<file path="config.mk">
export PLATFORM = sky130hd
export DESIGN_NAME = uart_tx_fifo
export DESIGN_NICKNAME = d
export VERILOG_FILES = /design/src/rtl/uart_tx_fifo.sv
export SDC_FILE = /design/constraint.sdc
export NUM_CORES = 1
export LEC_CHECK = 0
export CORE_MARGIN = 3
export CORE_UTILIZATION = 38
export CTS_BUF_LIST = sky130_fd_sc_hd__clkbuf_8
export DETAILED_ROUTE_END_ITERATION = 12
export HOLD_SLACK_MARGIN = 0.12
export MAX_ROUTING_LAYER = met4
export PLACE_DENSITY_LB_ADDON = 0.3
export SLEW_MARGIN = 40
export SYNTH_ARGS = -nofsm -noshare
export SYNTH_HDL_FRONTEND = slang
export SYNTH_SLANG_ARGS = --single-unit
</file>
<file path="constraint.sdc">
create_clock -name clk -period 6.3 [get_ports clk]
set_clock_uncertainty 0.2 [all_clocks]
set_input_delay 1.26 -clock clk [delete_from_list [all_inputs] [get_ports clk]]
set_output_delay 1.26 -clock clk [all_outputs]
set_load 0.01 [all_outputs]
</file>
<file path="src/rtl/uart_tx_fifo.sv">
// Buffered UART transmitter: a FIFO of characters feeding a serial framer (start, data LSB first, stop).
// Build option: define UART_TX_PARITY_EN to insert an even-parity bit between the data bits and the stop bit.
module uart_tx_fifo #(
    parameter int DATA_BITS    = 8,
    parameter int FIFO_DEPTH   = 16,
    parameter int CLKS_PER_BIT = 16
) (
    input  logic                          clk,
    input  logic                          reset,
    input  logic                          wr_valid,
    input  logic [DATA_BITS-1:0]          wr_data,
    output logic                          wr_ready,
    output logic                          tx,
    output logic                          busy,
    output logic [$clog2(FIFO_DEPTH):0]   level,
    output logic                          overflow
);

    localparam int PTR_W  = $clog2(FIFO_DEPTH);
    localparam int LVL_W  = PTR_W + 1;
    localparam int BAUD_W = $clog2(CLKS_PER_BIT);
    localparam int BIT_W  = $clog2(DATA_BITS);

    localparam logic [LVL_W-1:0]  LVL_ZERO  = {LVL_W{1'b0}};
    localparam logic [LVL_W-1:0]  LVL_FULL  = LVL_W'(FIFO_DEPTH);
    localparam logic [LVL_W-1:0]  LVL_ONE   = LVL_W'(1);
    localparam logic [PTR_W-1:0]  PTR_ONE   = PTR_W'(1);
    localparam logic [BAUD_W-1:0] BAUD_ZERO = {BAUD_W{1'b0}};
    localparam logic [BAUD_W-1:0] BAUD_ONE  = BAUD_W'(1);
    localparam logic [BAUD_W-1:0] BAUD_LAST = BAUD_W'(CLKS_PER_BIT - 1);
    localparam logic [BIT_W-1:0]  BIT_ZERO  = {BIT_W{1'b0}};
    localparam logic [BIT_W-1:0]  BIT_ONE   = BIT_W'(1);
    localparam logic [BIT_W-1:0]  BIT_LAST  = BIT_W'(DATA_BITS - 1);

    typedef enum logic [2:0] {
        S_IDLE   = 3'd0,
        S_START  = 3'd1,
        S_DATA   = 3'd2,
`ifdef UART_TX_PARITY_EN
        S_PARITY = 3'd3,
`endif
        S_STOP   = 3'd4
    } state_t;

`ifdef UART_TX_PARITY_EN
    function automatic logic even_parity(input logic [DATA_BITS-1:0] d);
        return ^d;
    endfunction
`endif

    logic [DATA_BITS-1:0] mem_q [FIFO_DEPTH];

    state_t               state_q,    state_d;
    logic                 tx_q,       tx_d;
    logic [LVL_W-1:0]     level_q,    level_d;
    logic [PTR_W-1:0]     wr_ptr_q,   wr_ptr_d;
    logic [PTR_W-1:0]     rd_ptr_q,   rd_ptr_d;
    logic [BAUD_W-1:0]    baud_q,     baud_d;
    logic [BIT_W-1:0]     bit_q,      bit_d;
    logic [DATA_BITS-1:0] shift_q,    shift_d;
    logic                 overflow_q, overflow_d;
    logic                 busy_q,     busy_d;
    logic                 wr_ready_q, wr_ready_d;
`ifdef UART_TX_PARITY_EN
    logic                 parity_q,   parity_d;
`endif

    logic                 push_s;
    logic                 pop_s;
    logic                 start_frame_s;
    logic [DATA_BITS-1:0] head_s;

    assign push_s = wr_valid & wr_ready_q;
    assign head_s = mem_q[rd_ptr_q];

    // Framer: sequences start, data, optional parity and stop bits, and decides when to pop the FIFO.
    always_comb begin
        state_d       = state_q;
        tx_d          = tx_q;
        baud_d        = baud_q;
        bit_d         = bit_q;
        shift_d       = shift_q;
        start_frame_s = 1'b0;
        pop_s         = 1'b0;
`ifdef UART_TX_PARITY_EN
        parity_d      = parity_q;
`endif
        case (state_q)
            S_IDLE: begin
                tx_d = 1'b1;
                if (level_q != LVL_ZERO) begin
                    start_frame_s = 1'b1;
                end else begin
                    state_d = S_IDLE;
                end
            end
            S_START: begin
                if (baud_q == BAUD_LAST) begin
                    baud_d  = BAUD_ZERO;
                    bit_d   = BIT_ZERO;
                    state_d = S_DATA;
                    tx_d    = shift_q[0];
                    shift_d = {1'b0, shift_q[DATA_BITS-1:1]};
                end else begin
                    baud_d = baud_q + BAUD_ONE;
                end
            end
            S_DATA: begin
                if (baud_q == BAUD_LAST) begin
                    baud_d = BAUD_ZERO;
                    if (bit_q == BIT_LAST) begin
`ifdef UART_TX_PARITY_EN
                        state_d = S_PARITY;
                        tx_d    = parity_q;
`else
                        state_d = S_STOP;
                        tx_d    = 1'b1;
`endif
                    end else begin
                        bit_d   = bit_q + BIT_ONE;
                        tx_d    = shift_q[0];
                        shift_d = {1'b0, shift_q[DATA_BITS-1:1]};
                    end
                end else begin
                    baud_d = baud_q + BAUD_ONE;
                end
            end
`ifdef UART_TX_PARITY_EN
            S_PARITY: begin
                if (baud_q == BAUD_LAST) begin
                    baud_d  = BAUD_ZERO;
                    state_d = S_STOP;
                    tx_d    = 1'b1;
                end else begin
                    baud_d = baud_q + BAUD_ONE;
                end
            end
`endif
            S_STOP: begin
                if (baud_q == BAUD_LAST) begin
                    baud_d = BAUD_ZERO;
                    if (level_q != LVL_ZERO) begin
                        start_frame_s = 1'b1;
                    end else begin
                        state_d = S_IDLE;
                        tx_d    = 1'b1;
                    end
                end else begin
                    baud_d = baud_q + BAUD_ONE;
                end
            end
            default: begin
                state_d = S_IDLE;
                tx_d    = 1'b1;
                baud_d  = BAUD_ZERO;
                bit_d   = BIT_ZERO;
            end
        endcase

        // Back-to-back frames reuse this path so the next start bit follows the stop bit directly.
        if (start_frame_s) begin
            pop_s   = 1'b1;
            shift_d = head_s;
            state_d = S_START;
            tx_d    = 1'b0;
            baud_d  = BAUD_ZERO;
            bit_d   = BIT_ZERO;
`ifdef UART_TX_PARITY_EN
            parity_d = even_parity(head_s);
`endif
        end else begin
            pop_s = 1'b0;
        end
    end

    // FIFO bookkeeping plus next values of the registered status outputs.
    always_comb begin
        level_d  = level_q;
        wr_ptr_d = wr_ptr_q;
        rd_ptr_d = rd_ptr_q;
        case ({push_s, pop_s})
            2'b10:   level_d = level_q + LVL_ONE;
            2'b01:   level_d = level_q - LVL_ONE;
            default: level_d = level_q;
        endcase
        if (push_s) begin
            wr_ptr_d = wr_ptr_q + PTR_ONE;
        end else begin
            wr_ptr_d = wr_ptr_q;
        end
        if (pop_s) begin
            rd_ptr_d = rd_ptr_q + PTR_ONE;
        end else begin
            rd_ptr_d = rd_ptr_q;
        end
        overflow_d = overflow_q | (wr_valid & ~wr_ready_q);
        busy_d     = (state_d != S_IDLE) || (level_d != LVL_ZERO);
        wr_ready_d = (level_d != LVL_FULL);
    end

    // State and status registers with synchronous active-low reset.
    always_ff @(posedge clk) begin
        if (!reset) begin
            state_q    <= S_IDLE;
            tx_q       <= 1'b1;
            level_q    <= LVL_ZERO;
            wr_ptr_q   <= {PTR_W{1'b0}};
            rd_ptr_q   <= {PTR_W{1'b0}};
            baud_q     <= BAUD_ZERO;
            bit_q      <= BIT_ZERO;
            shift_q    <= {DATA_BITS{1'b0}};
            overflow_q <= 1'b0;
            busy_q     <= 1'b0;
            wr_ready_q <= 1'b1;
`ifdef UART_TX_PARITY_EN
            parity_q   <= 1'b0;
`endif
        end else begin
            state_q    <= state_d;
            tx_q       <= tx_d;
            level_q    <= level_d;
            wr_ptr_q   <= wr_ptr_d;
            rd_ptr_q   <= rd_ptr_d;
            baud_q     <= baud_d;
            bit_q      <= bit_d;
            shift_q    <= shift_d;
            overflow_q <= overflow_d;
            busy_q     <= busy_d;
            wr_ready_q <= wr_ready_d;
`ifdef UART_TX_PARITY_EN
            parity_q   <= parity_d;
`endif
        end
    end

    // Character storage; contents need no reset because the pointers define validity.
    always_ff @(posedge clk) begin
        if (reset && push_s) begin
            mem_q[wr_ptr_q] <= wr_data;
        end
    end

    assign tx       = tx_q;
    assign busy     = busy_q;
    assign level    = level_q;
    assign overflow = overflow_q;
    assign wr_ready = wr_ready_q;

endmodule

</file>
==> impl_metrics.yaml, run 1 <==
status:
  run_status: "completed"
cts:
  cts_htree_levels: 4
  clkLatencyLatePin_ns: 0.46
  cts_inserted_buffers: 17
  clockRootBuffer: "clkbuf_8"
  cts_setup_buffers: 0
  cts-hold-fix-buffers: 0
  clockBufferDepth: 2
  ctsResizeCount: 0
  clk_pin_slew_ns: 0.09
  cts_tree: "yes"
  cts.sinks: 167
yosys:
  synth.area.mux_share_pct: 12.5
  syn_inst: 458
  yosysSeqAreaShare_pct: 67.0
  synth_area_sq_um: 6910
  synthAdderAreaFrac_pct: 2.14
  yosysWarnings: 0
  synth_top_area_share_pct: 55.7
  synth_ff_type: "edfxtp_1"
  yosys.area.top_type: "edfxtp_1"
  ys_seq_elements: 167
  synth_compound_area_share_pct: 6.74
  synth_nets: 480
  synth_top_family_by_area: "multiplexers"
  synthArstFlopShare_pct: 0
  synth_area_per_cell_sq_um: 15.1
  synth_xor_xnor_area_share_pct: 1.39
  synth-edff-count: 128
  synthSimpleGateAreaFrac_pct: 7.90
  ys_top_cells_by_area: "edfxtp_1, dfxtp_1, mux4_2"
  yosys.cell_types.count: 57
flow_run:
  drv_cap: 0
worst_setup_path:
  required_ns: 6.42
  worstSetupEndpointType: "register"
  critical_path.cell_chain: "clkdlybuf4s50_1 -> and2_1 -> inv_1 -> ha_1 -> xor2_1 -> ha_1 -> a21oi_1 -> or3b_2 -> a31oi_1 -> xnor2_1 -> or4b_2"
  cp_slowest_stage_delay_ns: 0.60
  critPathLaunchType: "input port"
  path_class: "input port to register"
  cpMaxStageDelayCell: "or4b_2"
  crit_path_frequent_cell: "ha_1"
  crit_arrival_ns: 4.42
  cp_max_fo: 9
power_and_ir_drop:
  p_leak_nw: 2.53
  power.density_nw_per_um2: 386
  ir_drop_uv: 259
sta:
  hold_viol: 0
  worstMarginPinSlew_ns: 0.739
  finalCritPeriodShare_pct: 68.3
  fmax_mhz: 233
  drv_slew: 0
  fin_crit_ns: 4.30
  setup_viol: 0
  slew_headroom_pct: 50.6
  rsz0062_at_grt: "false"
  final.setup.tns_ns: 0
grt:
  grt_pass1_vias: 3908
  antenna_found_initial: 0
  grt_overflow: 0
  grtUsageTotal_pct: 14.8
  grt_start_max_net_pins: 35
  grt_pass1_wl_microns: 21800
final_layout:
  diodes: 0
  final_nets: 498
  layout-drive-gt1-share_pct: 15.1
  nFillCells: 1573
  final_cells: 714
  area_growth_pct: 12.2
worst_hold_path:
  hp-class: "register to register"
placed_design:
  port-buffer-count: 19
  dp.cells: 682
  dpl.hpwl_microns: 8860
  gp_congestion: 0.816
floorplanning:
  rows: 48
  core_region_area_sq_um: 17500
  initial_core_util_pct: 39.4
  die_w_microns: 141
  chipHeight_microns: 141
  io-pin-count: 20
  die_area_sq_um: 19800
drt:
  wl_per_cell_microns: 19.0
  vias_per_cell: 5.46
  dr.pass1.iters: 5
  ant_nets: 0
  drc: 0
  dr_total_vias: 3897
  routed_wirelength_microns: 13600
  drt_iter0_drc: 292
routing by layer:
layer	part of all wire [%]	GRT usage, %	vias to the layer above
met5	0	-	-
met4	1.0	4.28	0
met3	5.0	4.10	12
met2	48	22.9	98
met1	46	19.4	1983
li1	-	-	1804
state kept, by name, summed over array words and instances (netlist names), named ones only:
signal / cells
level: 5
busy: 1
baud_q: 4
overflow: 1
wr_ptr_q: 4
tx: 1
shift_q: 8
state_q: 3
rd_ptr_q: 4
mem_q: 128
wr_ready: 1
bit_q: 3
power breakdown:
group | switching, mW | internal, mW
combinational | 0.432 | 0.380
sequential | 0.0814 | 1.27
clock | 0.397 | 0.435
final timing paths:
path,slack (ns),start,cells past startpoint,end
setup / recovery,2.00,wr_valid,11,wr_ready
hold / removal,0.28,overflow,2,overflow
setup reg to reg,2.11,baud_q[0],12,wr_ready
hold reg to reg,0.28,overflow,2,overflow
cells by family (layout without fill, tap and decap cells):
family / Yosys count / count (layout)
flip-flops: 167 / 167
buffers and inverters: 35 / 66
AO/OA/AOI/OAI: 64 / 64
adder cells (fa/ha/maj): 12 / 12
XOR/XNOR: 11 / 11
multiplexers: 55 / 55
AND/OR/NAND/NOR: 114 / 114
layout make-up:
cell class | count | area (sq um) | share of cell area (%)
sequential | 167 | 4630 | 59.7
multi-input combinational | 256 | 2150 | 27.7
tap | 225 | 282 | 3.63
clock buffer | 17 | 234 | 3.02
timing repair buffer | 22 | 213 | 2.75
clock inverter | 15 | 199 | 2.57
inverter | 12 | 45.0 | 0.581
through the flow:
| step | hold WS (ns) | util [%] | power, mW | setup slack [ns] | instance area [sq um] |
|---|---|---|---|---|---|
| detailed placement | 0.259 | 41.7 | 2.18 | 1.57 | 7310 |
| global route | 0.309 | 44.2 | 3.15 | 1.82 | 7750 |
| global placement | 0.250 | 41.5 | 2.16 | 1.67 | 7280 |
| finish | 0.276 | 44.2 | 2.99 | 2.00 | 7750 |
| CTS | 0.278 | 44.2 | 3.01 | 2.05 | 7750 |
| floorplan | 0.228 | - | 1.97 | 2.15 | 6910 |
worst max-delay path: cells and delay by family:
family | cells | cell delay [ns]
AOI/OAI and AO/OA | 2 | 0.34
xor gates and xnor gates | 2 | 0.35
adders and majority gates | 2 | 0.54
buffers and inverters | 2 | 0.59
and+or+nand+nor | 3 | 1.33
placed cells by master, fill, tap and decap left out, types with 3 or more instances in the layout:
cell and instances:
nor2_1 34, bufinv_16 4, xor2_1 7, nand3_1 9, ha_1 11, nor2_2 12
buf_4 3, nand3b_1 5, o221ai_1 5, xnor2_1 4, a21oi_1 12, clkinv_1 3
nand2_1 22, inv_1 12, mux2i_1 30, o21a_1 5, clkdlybuf4s50_1 19, mux4_2 25
o21ai_0 4, edfxtp_1 128, o22ai_1 5, a221oi_1 11, a22oi_1 5, and2_1 4
nand2b_1 5, clkbuf_8 17, nor2b_1 3, nor3_1 4, dfxtp_1 38, nand4_1 3
cells in the mapped netlist (7+ instances only):
cell      instances
edfxtp_1        128
nor2_1           46
a21oi_1          12
xor2_1            7
dfxtp_1          39
inv_1            11
clkbuf_1         13
nand2_1          22
mux2i_1          30
a221oi_1         11
nand3_1           9
ha_1             11
mux4_2           25
(Power assumes the default switching activity.)
==> run 2, diff against run 1 <==
- clock period: 6.3 -> 3.8 ns (I/O delays scaled with it)
==> run 2 against run 1 <==
Core utilization up 0.88 points. Die area stayed put. Non-clock buffer count increased by 29. Register-to-register slack worse by 1.9 ns. Largest power group unchanged. Highest routed layer unchanged.
==> impl_metrics.yaml, run 2 (same netlist as run 1, synthesis figures left out) <==
worst_setup_path:
  reg2reg_slack_ns: 0.16
  reg2reg_depth: 11
  path_class: "register to register"
  critPathLaunchType: "register"
  r2r_start: "baud_q[0]"
  worstSetupEndpointType: "register"
  r2r_end: "wr_ready"
  crit_arrival_ns: 3.75
  required_ns: 3.92
  cp_max_fo: 5
placed_design:
  dpl.hpwl_microns: 9210
  dp_slack_ns: -0.0341
  gp_congestion: 0.837
  dp.cells: 711
  port-buffer-count: 19
  placed_area_sq_um: 7500
floorplanning:
  die_area_sq_um: 19800
  rows: 48
  core_region_area_sq_um: 17500
  initial_core_util_pct: 39.4
  io-pin-count: 20
  chipHeight_microns: 141
  die_w_microns: 141
grt:
  grtUsageTotal_pct: 15.2
  grt_start_max_net_pins: 25
  grt_overflow: 0
  antenna_found_initial: 0
  grt_pass1_vias: 4070
  grt_pass1_wl_microns: 22200
sta:
  final.setup.tns_ns: 0
  whs_ns: 0.251
  worst_slack_ns: 0.165
  setup_viol: 0
  slew_headroom_pct: 47.8
  finalCritPeriodShare_pct: 95.7
  worstMarginPinSlew_ns: 0.780
  drv_slew: 0
  fmax_mhz: 275
  fin_crit_ns: 3.64
  hold_viol: 0
cts:
  cts_tree: "yes"
  cts-hold-fix-buffers: 0
  clockBufferDepth: 2
  cts.sinks: 167
  clockRootBuffer: "clkbuf_8"
  clk_pin_slew_ns: 0.10
  cts_inserted_buffers: 17
  clkLatencyLatePin_ns: 0.44
  cts_htree_levels: 4
final_layout:
  diodes: 0
  utilization_pct: 45.1
  area_growth_pct: 14.4
  fin_area_sq_um: 7900
  mostFrequentLayoutCell: "edfxtp_1"
  final_nets: 527
  layout_common_cells: "edfxtp_1, nor2_1, dfxtp_1"
  nFillCells: 1533
  layout-drive-gt1-share_pct: 18.7
  final_cells: 743
  top_register: "mem_q"
  largest_reg_flops: 128
drt:
  drc: 0
  dr.pass1.iters: 4
  dr_total_vias: 3969
  wl_per_cell_microns: 18.6
  drt_iter0_drc: 272
  routed_wirelength_microns: 13800
  ant_nets: 0
  vias_per_cell: 5.34
flow_run:
  drv_cap: 0
worst_hold_path:
  holdPathEnd: "shift_q[7]"
  hp-class: "register to register"
  hp-start: "shift_q[7]"
  holdPathStages: 2
status:
  run_status: "completed"
power_and_ir_drop:
  fin_total_pwr_mw: 4.86
  power.density_nw_per_um2: 616
  ir_drop_uv: 380
  p_leak_nw: 2.65
-- run 2: area by class of cell --
class / instances / area, sq um / area share, %
Clock buffer: 17 / 234 / 2.96
Clock inverter: 15 / 153 / 1.93
Inverter: 12 / 45.0 / 0.570
Multi-Input combinational cell: 256 / 2130 / 27.0
Sequential cell: 167 / 4630 / 58.6
Tap cell: 225 / 282 / 3.56
Timing Repair Buffer: 51 / 430 / 5.45
-- run 2: critical path, cell delays in order, from the launching register on --
cell      delay, ns
dfxtp_1        0.41
ha_2           0.24
nand3_1        0.14
a221oi_2       0.39
ha_1           0.24
xor2_1         0.16
ha_1           0.19
a21oi_1        0.09
or3b_2         0.45
a31oi_1        0.24
xnor2_1        0.16
or4b_2         0.60
-- run 2: worst max path at each step --
stage	end	cells past startpoint	startpoint
3_3_place_gp	wr_ready	11	wr_valid
4_1_cts	wr_ready	11	baud_q[0]
6_report	wr_ready	11	baud_q[0]
5_1_grt	wr_ready	11	baud_q[0]
3_5_place_dp	wr_ready	11	wr_valid
2_1_floorplan	wr_ready	13	baud_q[0]
-- run 2: what timing repair did --
item	in CTS	in global routing
setup endpoints to repair	0	1
resized for setup	0	2
setup buffers	0	0
-- run 2: layer usage --
layer	wire [microns]	share of wire, %	track usage, %	vias up
met5	0	0	-	-
met4	122	0.89	5.20	0
met3	643	4.7	3.90	10
met2	6990	51	24.4	85
met1	6030	44	18.8	2007
li1	-	-	-	1867
-- run 2: report_power, final --
part / total, mW / switching (mW) / leakage [nW] / internal (mW)
sequential: 2.25 / 0.150 / 1.47 / 2.10
combinational: 1.40 / 0.719 / 0.984 / 0.685
clock: 1.21 / 0.716 / 0.192 / 0.491
==> run 3, diff against run 2 <==
- CORE_MARGIN: 3 -> 4
- CTS_BUF_LIST: sky130_fd_sc_hd__clkbuf_8 -> sky130_fd_sc_hd__clkbuf_2
==> run 3 against run 2 <==
Wire length shrank 1.4%. Clock power shrank 28%. Die area grew 2.9%. Sequential power is essentially flat. Largest power group unchanged. Core utilization shrank 1.9 points. Count of clock-buffer cells in the layout grew 1. Final cell count is the same. Total power shrank 7.3%. Cell area shrank 2.2%. Largest cell class unchanged. Non-clock buffer count shrank 3. Sequential share of layout area grew 1.3 points. Maximum frequency grew 1.5%.
==> impl_metrics.yaml, run 3 (same netlist as run 1, synthesis figures left out) <==
drt:
  dr.pass1.iters: 4
  dr_total_vias: 3962
  ant_nets: 0
  routed_wirelength_microns: 13600
  wl_per_cell_microns: 18.3
  drc: 0
  drt_iter0_drc: 236
  vias_per_cell: 5.33
cts:
  clockRootBuffer: "clkbuf_2"
  cts_tree: "yes"
  cts_setup_buffers: 0
  cts_htree_levels: 4
  clk_pin_slew_ns: 0.24
  clkLatencyLatePin_ns: 0.71
  cts.sinks: 167
  clockBufferDepth: 2
  cts_inserted_buffers: 17
grt:
  grt_start_max_net_pins: 28
  antenna_found_initial: 0
  grt_pass1_vias: 3910
  top_usage_layer: "met2"
  use_met1_pct: 19.3
  grt_util_met3_pct: 3.72
  grtUsageTotal_pct: 14.6
  grt_overflow: 0
  grtUsageMet2_pct: 22.9
  grt_pass1_wl_microns: 21700
worst_setup_path:
  critical_path.cell_chain: "ha_2 -> nand3_2 -> a221oi_2 -> ha_1 -> xor2_1 -> ha_1 -> a21oi_1 -> or3b_2 -> a31oi_1 -> xnor2_1 -> or4b_2"
  r2r_start: "baud_q[1]"
  cp_num_buf_inv: 0
  reg2reg_depth: 11
  crit_path_start: "baud_q[1]"
  r2r_end: "wr_ready"
  required_ns: 4.21
  cp_max_fo: 6
  crit_arrival_ns: 3.99
  path_depth: 11
  cp_top_family: "simple AND/OR/NAND/NOR gates"
  cp_slowest_stage_delay_ns: 0.61
  path_class: "register to register"
  cpMaxStageDelayCell: "or4b_2"
  worstSetupEndpointType: "register"
  reg2reg_slack_ns: 0.22
  crit_end: "wr_ready"
  critPathLaunchType: "register"
  crit_path_frequent_cell: "ha_1"
final_layout:
  utilization_pct: 43.1
  layout-drive-gt1-share_pct: 17.9
  largest_reg_flops: 128
  mostFrequentLayoutCell: "edfxtp_1"
  diodes: 0
  final_nets: 524
  top_register: "mem_q"
  area_growth_pct: 11.8
  layout_common_cells: "edfxtp_1, nor2_1, dfxtp_1"
placed_design:
  gp_congestion: 0.787
  port-buffer-count: 19
  dpl.hpwl_microns: 8970
floorplanning:
  die_area_sq_um: 20400
  rows: 49
  initial_core_util_pct: 38.6
  die_w_microns: 143
  core_region_area_sq_um: 17900
  io-pin-count: 20
  chipHeight_microns: 143
sta:
  hold_viol: 0
  worstMarginPinSlew_ns: 0.803
  final.setup.tns_ns: 0
  rsz0062_at_grt: "false"
  fin_crit_ns: 3.58
  drv_slew: 0
  finalCritPeriodShare_pct: 94.2
  setup_viol: 0
  slew_headroom_pct: 46.4
  fmax_mhz: 279
status:
  run_status: "completed"
power_and_ir_drop:
  power.density_nw_per_um2: 583
  ir_drop_uv: 398
  p_leak_nw: 2.58
flow_run:
  drv_cap: 0
worst_hold_path:
  hp-start: "shift_q[7]"
  hp-class: "register to register"
## run 3: how the worst min path moves through the flow
stage | endpoint | slack [ns] | cells after the start
5_1_grt | shift_q[7] | 0.31 | 2
2_1_floorplan | shift_q[7] | 0.23 | 2
4_1_cts | shift_q[7] | 0.29 | 2
3_3_place_gp | shift_q[7] | 0.25 | 2
6_report | shift_q[7] | 0.28 | 2
3_5_place_dp | shift_q[7] | 0.26 | 2
## run 3: report_power, final
| part | switching [mW] | internal, mW | total (mW) |
|---|---|---|---|
| combinational | 0.720 | 0.688 | 1.41 |
| sequential | 0.129 | 2.10 | 2.23 |
| clock | 0.623 | 0.245 | 0.868 |
## run 3: tightest hold or removal path, stage by stage (launching register included)
cell and delay [ns]:
dfxtp_1 0.37, nand2_1 0.06, o21ai_1 0.05
## run 3: final cells by class
cell class / count / area [sq um]
Sequential cell: 167 / 4630
Multi-Input combinational cell: 256 / 2130
Clock buffer: 18 / 90.1
Clock inverter: 13 / 123
Fill cell: 1646 / 10200
Timing Repair Buffer: 48 / 420
Tap cell: 229 / 287
Inverter: 12 / 45.0
## run 3: repair_timing
item / in CTS / in global routing
pin swaps: 0 / 0
hold buffers: 0 / 0
endpoints found under the setup margin: 1 / 2
gates cloned: 0 / 0
resized for setup: 1 / 3
## run 3: through the flow
step | setup slack (ns) | power, mW | hold WS, ns | instances | instance area, sq um
after detailed placement | -0.0402 | 3.68 | 0.260 | 712 | 7500
after floorplan | 0.0156 | 3.27 | 0.228 | 458 | 6910
after global placement | 0.0306 | 3.66 | 0.246 | 712 | 7500
after global routing | 0.0426 | 4.81 | 0.310 | 743 | 7720
final | 0.220 | 4.51 | 0.284 | 743 | 7720
after CTS | 0.0605 | 4.56 | 0.287 | 743 | 7710
## run 3: per-layer routing
metal / share of wire [%] / vias to the layer above / wire (microns)
li1: - / 1863 / -
met1: 45 / 1984 / 6120
met2: 49 / 105 / 6670
met3: 5.0 / 10 / 673
met4: 1.0 / 0 / 138
met5: 0 / - / 0
